--- config.mk ---
export PLATFORM = sky130hd
export DESIGN_NAME = mcl86_bus_bridge
export DESIGN_NICKNAME = d
export VERILOG_FILES = /design/src/rtl/mcl86_bus_bridge.sv
export SDC_FILE = /design/constraint.sdc
export NUM_CORES = 1
export LEC_CHECK = 0
export BUFFER_PORTS_ARGS = -buffer_cell sky130_fd_sc_hd__buf_4
export CORE_MARGIN = 5
export CORE_UTILIZATION = 47
export CTS_BUF_LIST = sky130_fd_sc_hd__clkbuf_4 sky130_fd_sc_hd__clkbuf_8
export DETAILED_ROUTE_END_ITERATION = 10
export PLACE_DENSITY = 0.77
export SLEW_MARGIN = 20
export SYNTH_ARGS = -nofsm -noshare
export SYNTH_HDL_FRONTEND = slang
export SYNTH_SLANG_ARGS = --single-unit
--- constraint.sdc ---
create_clock -name CORE_CLK_INT -period 1.9 [get_ports CORE_CLK_INT]
set_input_delay 0.095 -clock CORE_CLK_INT [delete_from_list [all_inputs] [get_ports CORE_CLK_INT]]
set_output_delay 0.095 -clock CORE_CLK_INT [all_outputs]
set_load 0.1 [all_outputs]
--- src/rtl/mcl86_bus_bridge.sv ---
// Bridges the multiplexed 8088 minimum-mode bus onto a single-beat req/ack fabric.
// Handles address latching, read/write/INTA cycles, wait-state pacing and timeouts.
`timescale 1ns/1ps
module mcl86_bus_bridge #(
    parameter int unsigned TIMEOUT_CYCLES = 1023,
    parameter int unsigned MIN_WAIT       = 0
) (
    input  logic        CORE_CLK_INT,
    input  logic        RESET_INT,
    input  logic        ALE,
    input  logic        RD_n,
    input  logic        WR_n,
    input  logic        INTA_n,
    input  logic        IOM,
    input  logic [19:0] AD_OUT,
    output logic [7:0]  AD_IN,
    output logic        READY_IN,
    input  logic [7:0]  INTA_VECTOR,
    output logic        MEM_REQ,
    output logic        MEM_WE,
    output logic        MEM_IO,
    output logic [19:0] MEM_ADDR,
    output logic [7:0]  MEM_WDATA,
    input  logic        MEM_ACK,
    input  logic [7:0]  MEM_RDATA,
    output logic        BUS_TIMEOUT,
    output logic        PROTO_ERR
);
    localparam int unsigned TO_W = $clog2(TIMEOUT_CYCLES + 1);
    localparam int unsigned WT_W = (MIN_WAIT > 0) ? $clog2(MIN_WAIT + 1) : 1;

    typedef enum logic [2:0] {S_IDLE, S_ADDR, S_REQ, S_WAITST, S_HOLD} state_t;

    state_t            state_q, state_d;
    logic [7:0]        ad_in_q, ad_in_d;
    logic              ready_q, ready_d;
    logic              mem_req_q, mem_req_d;
    logic              mem_we_q, mem_we_d;
    logic              mem_io_q, mem_io_d;
    logic [19:0]       mem_addr_q, mem_addr_d;
    logic [7:0]        mem_wdata_q, mem_wdata_d;
    logic              bus_timeout_q, bus_timeout_d;
    logic              proto_err_q, proto_err_d;
    logic [TO_W-1:0]   to_cnt_q, to_cnt_d;
    logic [WT_W-1:0]   wt_cnt_q, wt_cnt_d;
    logic [2:0]        strb_prev_q, strb_prev_d;

    logic [2:0]        strb;
    logic              any_low, one_low, multi_low, new_strobe;
    logic [19:0]       latch_addr;

    assign strb       = {RD_n, WR_n, INTA_n};
    assign any_low    = ~&strb;
    assign one_low    = ($countones(~strb) == 1);
    assign multi_low  = any_low && !one_low;
    assign new_strobe = |(strb_prev_q & ~strb);
    // IO space only decodes 16 address bits
    assign latch_addr = {IOM ? 4'h0 : AD_OUT[19:16], AD_OUT[15:0]};

    always_ff @(posedge CORE_CLK_INT or posedge RESET_INT) begin
        if (RESET_INT) begin
            state_q       <= S_IDLE;
            ad_in_q       <= 8'hFF;
            ready_q       <= 1'b1;
            mem_req_q     <= 1'b0;
            mem_we_q      <= 1'b0;
            mem_io_q      <= 1'b0;
            mem_addr_q    <= 20'h0;
            mem_wdata_q   <= 8'h0;
            bus_timeout_q <= 1'b0;
            proto_err_q   <= 1'b0;
            to_cnt_q      <= '0;
            wt_cnt_q      <= '0;
            strb_prev_q   <= 3'b111;
        end else begin
            state_q       <= state_d;
            ad_in_q       <= ad_in_d;
            ready_q       <= ready_d;
            mem_req_q     <= mem_req_d;
            mem_we_q      <= mem_we_d;
            mem_io_q      <= mem_io_d;
            mem_addr_q    <= mem_addr_d;
            mem_wdata_q   <= mem_wdata_d;
            bus_timeout_q <= bus_timeout_d;
            proto_err_q   <= proto_err_d;
            to_cnt_q      <= to_cnt_d;
            wt_cnt_q      <= wt_cnt_d;
            strb_prev_q   <= strb_prev_d;
        end
    end

    always_comb begin
        state_d       = state_q;
        ad_in_d       = ad_in_q;
        ready_d       = ready_q;
        mem_req_d     = mem_req_q;
        mem_we_d      = mem_we_q;
        mem_io_d      = mem_io_q;
        mem_addr_d    = mem_addr_q;
        mem_wdata_d   = mem_wdata_q;
        bus_timeout_d = 1'b0;
        proto_err_d   = 1'b0;
        to_cnt_d      = to_cnt_q;
        wt_cnt_d      = wt_cnt_q;
        strb_prev_d   = strb;

        case (state_q)
            S_IDLE: begin
                if (ALE) begin
                    mem_addr_d = latch_addr;
                    mem_io_d   = IOM;
                    state_d    = S_ADDR;
                end
            end
            S_ADDR: begin
                if (multi_low) begin
                    proto_err_d = 1'b1;
                    state_d     = S_IDLE;
                end else if (one_low) begin
                    ready_d = 1'b0;
                    if (!INTA_n) begin
                        ad_in_d  = INTA_VECTOR;
                        wt_cnt_d = '0;
                        state_d  = S_HOLD;
                    end else begin
                        mem_req_d = 1'b1;
                        mem_we_d  = !WR_n;
                        if (!WR_n) mem_wdata_d = AD_OUT[7:0];
                        to_cnt_d  = '0;
                        state_d   = S_REQ;
                    end
                end else if (ALE) begin
                    mem_addr_d = latch_addr;
                    mem_io_d   = IOM;
                end
            end
            S_REQ: begin
                if (ALE || new_strobe) proto_err_d = 1'b1;
                if (MEM_ACK) begin
                    mem_req_d = 1'b0;
                    if (!mem_we_q) ad_in_d = MEM_RDATA;
                    wt_cnt_d  = '0;
                    state_d   = S_WAITST;
                end else if (to_cnt_q == TO_W'(TIMEOUT_CYCLES - 1)) begin
                    mem_req_d     = 1'b0;
                    bus_timeout_d = 1'b1;
                    if (!mem_we_q) ad_in_d = 8'hFF;
                    wt_cnt_d      = '0;
                    state_d       = S_WAITST;
                end else begin
                    to_cnt_d = to_cnt_q + TO_W'(1);
                end
            end
            S_WAITST: begin
                if (wt_cnt_q == WT_W'(MIN_WAIT)) begin
                    ready_d = 1'b1;
                    state_d = S_HOLD;
                end else begin
                    wt_cnt_d = wt_cnt_q + WT_W'(1);
                end
            end
            S_HOLD: begin
                // INTA cycles arrive here with READY still low and pace it here
                if (!ready_q) begin
                    if (wt_cnt_q == WT_W'(MIN_WAIT)) ready_d = 1'b1;
                    else wt_cnt_d = wt_cnt_q + WT_W'(1);
                end
                if (!any_low) begin
                    ad_in_d = 8'hFF;
                    ready_d = 1'b1;
                    state_d = S_IDLE;
                    if (ALE) begin
                        mem_addr_d = latch_addr;
                        mem_io_d   = IOM;
                        state_d    = S_ADDR;
                    end
                end
            end
            default: state_d = S_IDLE;
        endcase
    end

    assign AD_IN       = ad_in_q;
    assign READY_IN    = ready_q;
    assign MEM_REQ     = mem_req_q;
    assign MEM_WE      = mem_we_q;
    assign MEM_IO      = mem_io_q;
    assign MEM_ADDR    = mem_addr_q;
    assign MEM_WDATA   = mem_wdata_q;
    assign BUS_TIMEOUT = bus_timeout_q;
    assign PROTO_ERR   = proto_err_q;
endmodule

## After elaboration in Yosys (flattened, before gate mapping)

Cells that the tools add are included.

- Bits in registers: 59
- Input port bits: 44
- Output and inout bits: 42

- Add/subtract/negate cells: 4
- Equal/unequal tests: 20
- Muxes and demuxes: 61
- Bitwise gates (word level): 4
- Reductions and logical operators: 22

Operators with widths:

| kind | number |
|---|---|
| $mux W20 | 4 |
| $mux W8 | 8 |
| $pmux W20 S3 | 1 |
| $mux W10 | 5 |
| $mux W1 | 26 |
| $mux W3 | 8 |
| $ne A2 B2 Y1 const B | 12 |
| $pmux W8 S3 | 1 |
| $pmux W10 S2 | 1 |
| $pmux W3 S5 | 1 |
| $reduce_and A5 Y1 | 3 |
| $reduce_and A4 Y1 | 3 |
| $reduce_and A6 Y1 | 2 |
| $add A10 B1 Y10 const B | 1 |
| $eq A10 B10 Y1 const B | 1 |
| $reduce_bool A3 Y1 | 3 |
| $reduce_and A7 Y1 | 1 |
| $eq A3 B1 Y1 const B | 2 |
| $eq A3 B2 Y1 const B | 2 |
| $ne A3 B3 Y1 const B | 2 |
| $pmux W1 S3 | 2 |
| $mux W4 | 1 |
| $pmux W1 S2 | 2 |
| $pmux W1 S4 | 1 |
| other kinds (15) | 18 |

## Depth between registers and ports, before layout

Gate-level depths: netlist (run 1).

- Depth in word-level cells: 8
- Gate-level depth with buffers: 8
- Gate-level depth less buffers: 7

## Worst setup path after synthesis (run 1)

OpenSTA, ideal clock, no wires.

- Path kind: register to register
- From: reg to_cnt_q[0]
- To: reg ad_in_q[0], in the netlist AD_IN[0]
- Library setup time: 0.077 ns
- Data arrival time: 1.808 ns
- Setup slack: 0.015 ns
- Cell stages (with the launch flop): 9
- Buffers on the path: 1
- Cell sequence: dfrtp_1 inv_1 ha_1 and4_1 a31o_1 buf_6 o311ai_1 a21oi_2 mux2i_1

- Longest elaborated chain between the ends: 3

Ends and longest elaborated chain:

| element | RTL line | RTL |
|---|---|---|
| start, declared | 44 | `logic [TO_W-1:0] to_cnt_q, to_cnt_d;` |
| start signal, assigned | 86 | `to_cnt_q <= to_cnt_d;` |
| $eq A10 B10 Y1 | 144 | `end else if (to_cnt_q == TO_W'(TIMEOUT_CYCLES - 1)) begin` |
| $ne A3 B3 Y1 (no line) | - |  |
| $reduce_and A7 Y1 (no line) | - |  |
| end signal, assigned | 77 | `ad_in_q <= ad_in_d;` |
| end, declared | 35 | `logic [7:0] ad_in_q, ad_in_d;` |

Every way passes these cells.
A chain may end at the register's enable or synchronous reset.

## Worst setup path in the final report (run 1)

- From: reg to_cnt_q[0]
- To: reg ad_in_q[1], in the netlist AD_IN[1]

Same word-level chain as after synthesis.

==> run_results.csv, run 1 <==
group,metric,value,unit
synth,synth_top_family_by_area,"multiplexers",
clock_tree,root_buffer,"clkbuf_8",
drt,dr.first_iter.drc_count,60,
timing,drv_slew,0,
synth,synth_compound_gate_area_share,0.1092,
drt,drc,0,
timing,setup_viol,0,
timing,tns,0,ns
grt,busiest_layer,"met2",
clock_tree,cts_made_buffers,9,
clock_tree,cts_tree,"yes",
worst_setup_path,crit_start,"to_cnt_q[0]",
synth,synthAdderAreaFrac,0.01687,
synth,synth_nets,280,
grt,use_met3,0.06408,
drt,antenna_left,0,
worst_setup_path,path_max_fanout,8,
placement,dp_hpwl,4.826,mm
timing,finalCritPeriodShare,0.9442,
finish,stdcell_area,3919,sq um
synth,synthCells,233,
synth,synthArstFlopShare,1.000,
synth,yosysUniqueCellTypes,40,
synth,syn_avg_cell_area,11.46,sq um
grt,grt_start_max_net_pins,29,
floorplanning,coreArea,5507,sq um
floorplanning,die_area,7288,sq um
drt,wl,6.765,mm
grt,met1_usage,0.2471,
finish,synthToLayoutAreaGrowth,46.77,%
timing,fmax,0.5574,GHz
grt,track_usage,0.1998,
synth,yosys.area.top_type,"dfrtp_1",
finish,nets,402,
run_status,outcome,"completed",
grt,grtUsageMet2,0.3263,
timing,skew,0.007759,ns
floorplanning,die_width,85.37,um
drt,firstDrtPassIters,4,
clock_tree,cts.clk_slew.worst_paths,0.06,ns
synth,synth-edff-count,0,
floorplanning,initial_core_util,0.4849,
placement,dp_cells,402,
synth,synth-simple-area-share,0.1312,
clock_tree,clk_latency,0.33,ns
timing,slew_headroom,0.7322,
worst_setup_path,crit_path_start_kind,"register",
finish,drive_gt1_frac,0.4652,
worst_setup_path,cp_cell_sequence,"inv_1, ha_1, and4_4, a31o_4, o311ai_2, a21oi_4, buf_12, mux2i_4",
synth,synth.area.top_cells,"dfrtp_1 43%, dfstp_2 12%, mux2_2 11%",
synth,synth_mux_area_frac,0.1354,
grt,antenna_found_initial,0,
synth,synth_common_cells,"46 x dfrtp_1, 25 x mux2_2, 16 x nor2_1, 14 x inv_1",
worst_setup_path,cp-end-kind,"register",
floorplanning,ios,86,
grt,grt_pass1_wl,11.56,mm
worst_setup_path,crit_required,2.15,ns
synth,yosysWarnings,0,
clock_tree,cts.sinks,58,
grt,overflow,0,
synth,ys_seq_elements,58,
worst_setup_path,critPathMaxStageDelay,0.38,ns
synth,synth_ff_type,"dfrtp_1",
grt,first_global_vias,2470,
drt,viasPerCell,5.148,
drt,vias,2219,
placement,gp_congestion,0.8434,
placement,place_area,3545,sq um
placement,portBuffers,85,
worst_hold_path,hold_path_class,"input pin to register",
drt,wire_per_inst,15.70,um
synth,seq_area_frac_synth,0.5492,
synth,synth_top_area_share,0.4311,
clock_tree,htreeDepth,3,
synth,yosysMostFrequentCell,"dfrtp_1",
flow_run,maxCapViolCount,0,
timing,fin_crit,1.794,ns
worst_setup_path,critical_path_class,"register to register",
synth,syn-cell-area,2670,sq um
worst_hold_path,worstHoldStart,"AD_OUT[7]",
floorplanning,rows,27,
worst_setup_path,rr_startpoint,"to_cnt_q[0]",
synth,yosys.area_share.xor_xnor,0.02296,
finish,post-route-util,0.7117,
timing,tightest_slew,0.4011,ns
timing,rsz0062_at_grt,"no",
clock_tree,cts_buffer_depth,2,
finish,num_antenna_cells,0,
worst_setup_path,arrival,2.04,ns
timing,hold_viol_final,0,
worst_setup_path,cp_slowest_cell,"dfrtp_1",
floorplanning,die_h,85.37,um
finish,fin_cells,431,
sequential cells by signal, indices dropped and copies added, names as in the netlist:
name,flops
PROTO_ERR,1
MEM_WE,1
MEM_IO,1
strb_prev_q,3
READY_IN,1
MEM_REQ,1
to_cnt_q,10
state_q,3
AD_IN,8
BUS_TIMEOUT,1
MEM_WDATA,8
MEM_ADDR,20
cell usage in the layout (no fill, tap or decap), types with 2 or more instances in the layout:
cell | netlist | layout
a21oi_1 | 6 | 6
a31oi_1 | 3 | 3
and3_1 | 2 | 2
and4_1 | 3 | 2
buf_12 | 0 | 3
buf_4 | 0 | 102
clkbuf_8 | 0 | 10
clkinv_2 | 0 | 2
clkinvlp_4 | 0 | 2
dfrtp_1 | 46 | 46
dfstp_2 | 12 | 12
dlygate4sd3_1 | 0 | 14
ha_1 | 2 | 2
inv_1 | 14 | 13
mux2_2 | 25 | 25
mux2i_1 | 8 | 7
nand2_1 | 12 | 11
nand2b_1 | 6 | 6
nand3_1 | 9 | 9
nand3b_1 | 2 | 2
nand4_1 | 3 | 3
nor2_1 | 16 | 16
nor2b_1 | 3 | 3
nor3_1 | 4 | 4
o21ai_0 | 10 | 10
o22a_1 | 8 | 8
o22ai_1 | 9 | 9
or3_1 | 3 | 3
xnor2_1 | 2 | 2
xor2_1 | 5 | 5
critical path, delay by kind of cell (launching register included):
kind,cells,cell delay (ns)
AO/OA/AOI/OAI,3,0.51
buffers and inverters,2,0.21
adder cells (fa/ha/maj),1,0.14
AND/OR/NAND/NOR,1,0.26
multiplexers,1,0.22
flip-flops,1,0.38
timing repair:
item                                    CTS  global route
endpoints found under the setup margin    8             8
buffers inserted                          0             0
hold buffers                             14             0
resized for setup                         2             7
endpoints found under the hold margin    33             0
per-stage QoR:
stage / setup WS, ns / hold WS (ns)
2_1_floorplan: 0.01536 / 0.09948
3_3_place_gp: -0.1072 / 0.1146
3_5_place_dp: -0.1034 / 0.1168
4_1_cts: 0.02814 / 0.0002942
5_1_grt: 0.002209 / 0.006255
6_report: 0.1061 / 0.01616
per-layer routing:
metal  routed length (um)  share of wire
met4                   66         0.0098
met3                  535          0.079
met2                 3327           0.49
met5                    0              0
met1                 2835           0.42
cell type report:
| type | count | area (sq um) |
|---|---|---|
| inverters | 14 | 52.55 |
| clock inverters | 5 | 55.05 |
| flip-flops and latches | 58 | 1466 |
| fillers | 420 | 1588 |
| well taps | 72 | 90.09 |
| repair buffers | 119 | 965.9 |
| multi-input cells | 153 | 1151 |
| clock buffers | 10 | 137.6 |
cells by family (layout without fill, tap and decap cells):
logic type,after synthesis,after routing
mux,33,33
fa+ha+maj,3,3
simple gates,66,66
flops,58,58
buf+inv,22,148
compound gates,44,44
xor+xnor,7,7
worst paths after layout:
path / endpoint / slack [ns] / depth (start not counted)
worst max-delay path: AD_IN[1] / 0.11 / 8
worst min-delay path: MEM_WDATA[7] / 0.02 / 2
worst max register to register: AD_IN[1] / 0.11 / 8
worst min register to register: AD_IN[0] / 0.47 / 2
max in group asynchronous: AD_IN[1] / 0.97 / 4
min in group asynchronous: MEM_ADDR[12] / 0.31 / 3
Power of run 1 is left out: the tool's default activity adds up to more than one toggle a clock period on the data nets, which glitch-free logic cannot reach.
==> run 2, diff against run 1 <==
PLACE_DENSITY = not set   (was 0.77)
PLACE_DENSITY_LB_ADDON = 0.25   (was not set)
==> run_results.csv, run 2 (synthesized netlist as in run 1, its figures left out) <==
group,metric,value,unit
timing,tightest_slew,0.5140,ns
worst_setup_path,cp-end-kind,"register",
drt,wire_per_inst,15.48,um
worst_setup_path,critPathMaxStageDelay,0.57,ns
grt,first_global_vias,2364,
timing,drv_slew,0,
finish,nets,404,
finish,largest_register_ffs,20,
worst_setup_path,critPathTopFamily,"simple AND/OR/NAND/NOR gates",
drt,viasPerCell,5.157,
timing,skew,0.004918,ns
worst_setup_path,timing.rr.end,"AD_IN[0]",
floorplanning,initial_core_util,0.4849,
worst_setup_path,path_max_fanout,8,
drt,wl,6.718,mm
worst_hold_path,hold_path_class,"input pin to register",
finish,final_common_cell,"buf_4",
placement,dp_slack,-0.1042,ns
worst_setup_path,rr_startpoint,"state_q[2]",
flow_run,maxCapViolCount,0,
timing,hold_viol_final,0,
finish,num-fill-cells,392,
clock_tree,postCtsSetupBuffers,0,
placement,portBuffers,85,
timing,finalCritPeriodShare,0.9552,
timing,fin_ws,0.08521,ns
worst_hold_path,whs_path_depth,2,
worst_setup_path,crit_required,2.15,ns
worst_setup_path,critical_path_class,"register to register",
worst_setup_path,cp_cell_sequence,"or4b_4, a31o_4, o311ai_2, a21oi_4, buf_12, mux2i_2",
finish,synthToLayoutAreaGrowth,47.80,%
floorplanning,ios,86,
floorplanning,die_width,85.37,um
worst_setup_path,reg2regPathDepth,6,
placement,gp_congestion,0.8467,
placement,dp_hpwl,4.622,mm
worst_setup_path,crit_path_start_kind,"register",
worst_hold_path,worstHoldEndpoint,"strb_prev_q[2]",
timing,tns,0,ns
clock_tree,cts_tree,"yes",
drt,vias,2238,
drt,antenna_left,0,
grt,grt_pass1_wl,11.12,mm
grt,grt_start_max_net_pins,36,
timing,setup_viol,0,
drt,firstDrtPassIters,4,
grt,track_usage,0.1948,
timing,whs,0.01868,ns
drt,drc,0,
grt,overflow,0,
run_status,outcome,"completed",
finish,num_antenna_cells,0,
grt,antenna_found_initial,0,
clock_tree,cts_buffer_depth,2,
clock_tree,htreeDepth,3,
worst_setup_path,r2r_slack,0.09,ns
worst_setup_path,arrival,2.07,ns
finish,drive_gt1_frac,0.4613,
timing,slew_headroom,0.6569,
timing,fmax,0.5510,GHz
clock_tree,cts.clk_slew.worst_paths,0.07,ns
timing,rsz0062_at_grt,"no",
worst_setup_path,critPathBufInv,1,
floorplanning,coreArea,5507,sq um
worst_setup_path,cp_slowest_cell,"or4b_4",
finish,stdcell_area,3946,sq um
placement,place_area,3537,sq um
drt,dr.first_iter.drc_count,122,
finish,layout_common_cells,"101 x buf_4, 46 x dfrtp_1, 25 x mux2_2",
clock_tree,cts_made_buffers,9,
floorplanning,die_h,85.37,um
clock_tree,clk_latency,0.33,ns
floorplanning,rows,27,
timing,fin_crit,1.815,ns
clock_tree,cts.sinks,58,
clock_tree,root_buffer,"clkbuf_8",
worst_hold_path,worstHoldStart,"RD_n",
floorplanning,die_area,7288,sq um
[run 2: cell types whose count changed in the layout (fill, tap and decap cells not counted)]
cell and change:
a31oi_1 -1, nand2_1 +1, a31oi_4 +1, nand2_2 -1, clkbuf_4 +2, dlygate4sd3_1 +3
mux2i_2 +1, clkbuf_8 -1, buf_4 -1, mux2i_4 -1
[run 2: worst register-to-register path, cell delays in order (launching register included)]
cell and delay, ns:
dfrtp_1 0.41, or4b_4 0.57, a31o_4 0.26, o311ai_2 0.11, a21oi_4 0.06, buf_12 0.16
mux2i_2 0.18
[run 2: per-layer routing]
layer  global-route usage  up-vias  wire, um
met1               0.2435     1085      2924
met2               0.3058       67      3216
met4              0.09065        0       106
met5                    0        -         0
li1                     -     1078         -
met3              0.06311        8       470
[run 2: worst max-delay path by stage]
| stage | start | endpoint | slack [ns] | cells after the start |
|---|---|---|---|---|
| 2_1_floorplan | to_cnt_q[0] | AD_IN[0] | 0.02 | 8 |
| 3_3_place_gp | RD_n | MEM_WDATA[3] | -0.11 | 6 |
| 3_5_place_dp | RD_n | MEM_WDATA[7] | -0.10 | 6 |
| 4_1_cts | to_cnt_q[0] | AD_IN[0] | 0.03 | 8 |
| 5_1_grt | to_cnt_q[0] | AD_IN[0] | 0.003 | 8 |
| 6_report | state_q[2] | AD_IN[0] | 0.09 | 6 |
[run 2: area by class of cell]
| class | instances | area (sq um) | area share |
|---|---|---|---|
| clock buffer | 11 | 138.9 | 0.03519 |
| clock inverter | 5 | 55.05 | 0.01395 |
| inverter | 14 | 52.55 | 0.01332 |
| multi-input combinational | 153 | 1155 | 0.2926 |
| sequential | 58 | 1466 | 0.3716 |
| tap | 72 | 90.09 | 0.02283 |
| timing repair buffer | 121 | 988.4 | 0.2505 |
[run 2: through the flow]
| stage | cells | util |
|---|---|---|
| 5_1_grt | 434 | 0.7167 |
| 6_report | 434 | 0.7167 |
| 3_5_place_dp | 401 | 0.6424 |
| 2_1_floorplan | 233 | - |
| 4_1_cts | 434 | 0.7085 |
| 3_3_place_gp | 401 | 0.6424 |
[run 2: what timing repair did]
action                                  4_1_cts  5_1_grt
endpoints found under the setup margin        8        8
resized for setup                             1        8
hold buffers                                 17        0
hold endpoints to repair                     41        0
pin swaps                                     0        2
gates cloned                                  0        0
Power of run 2 is left out for the same reason.
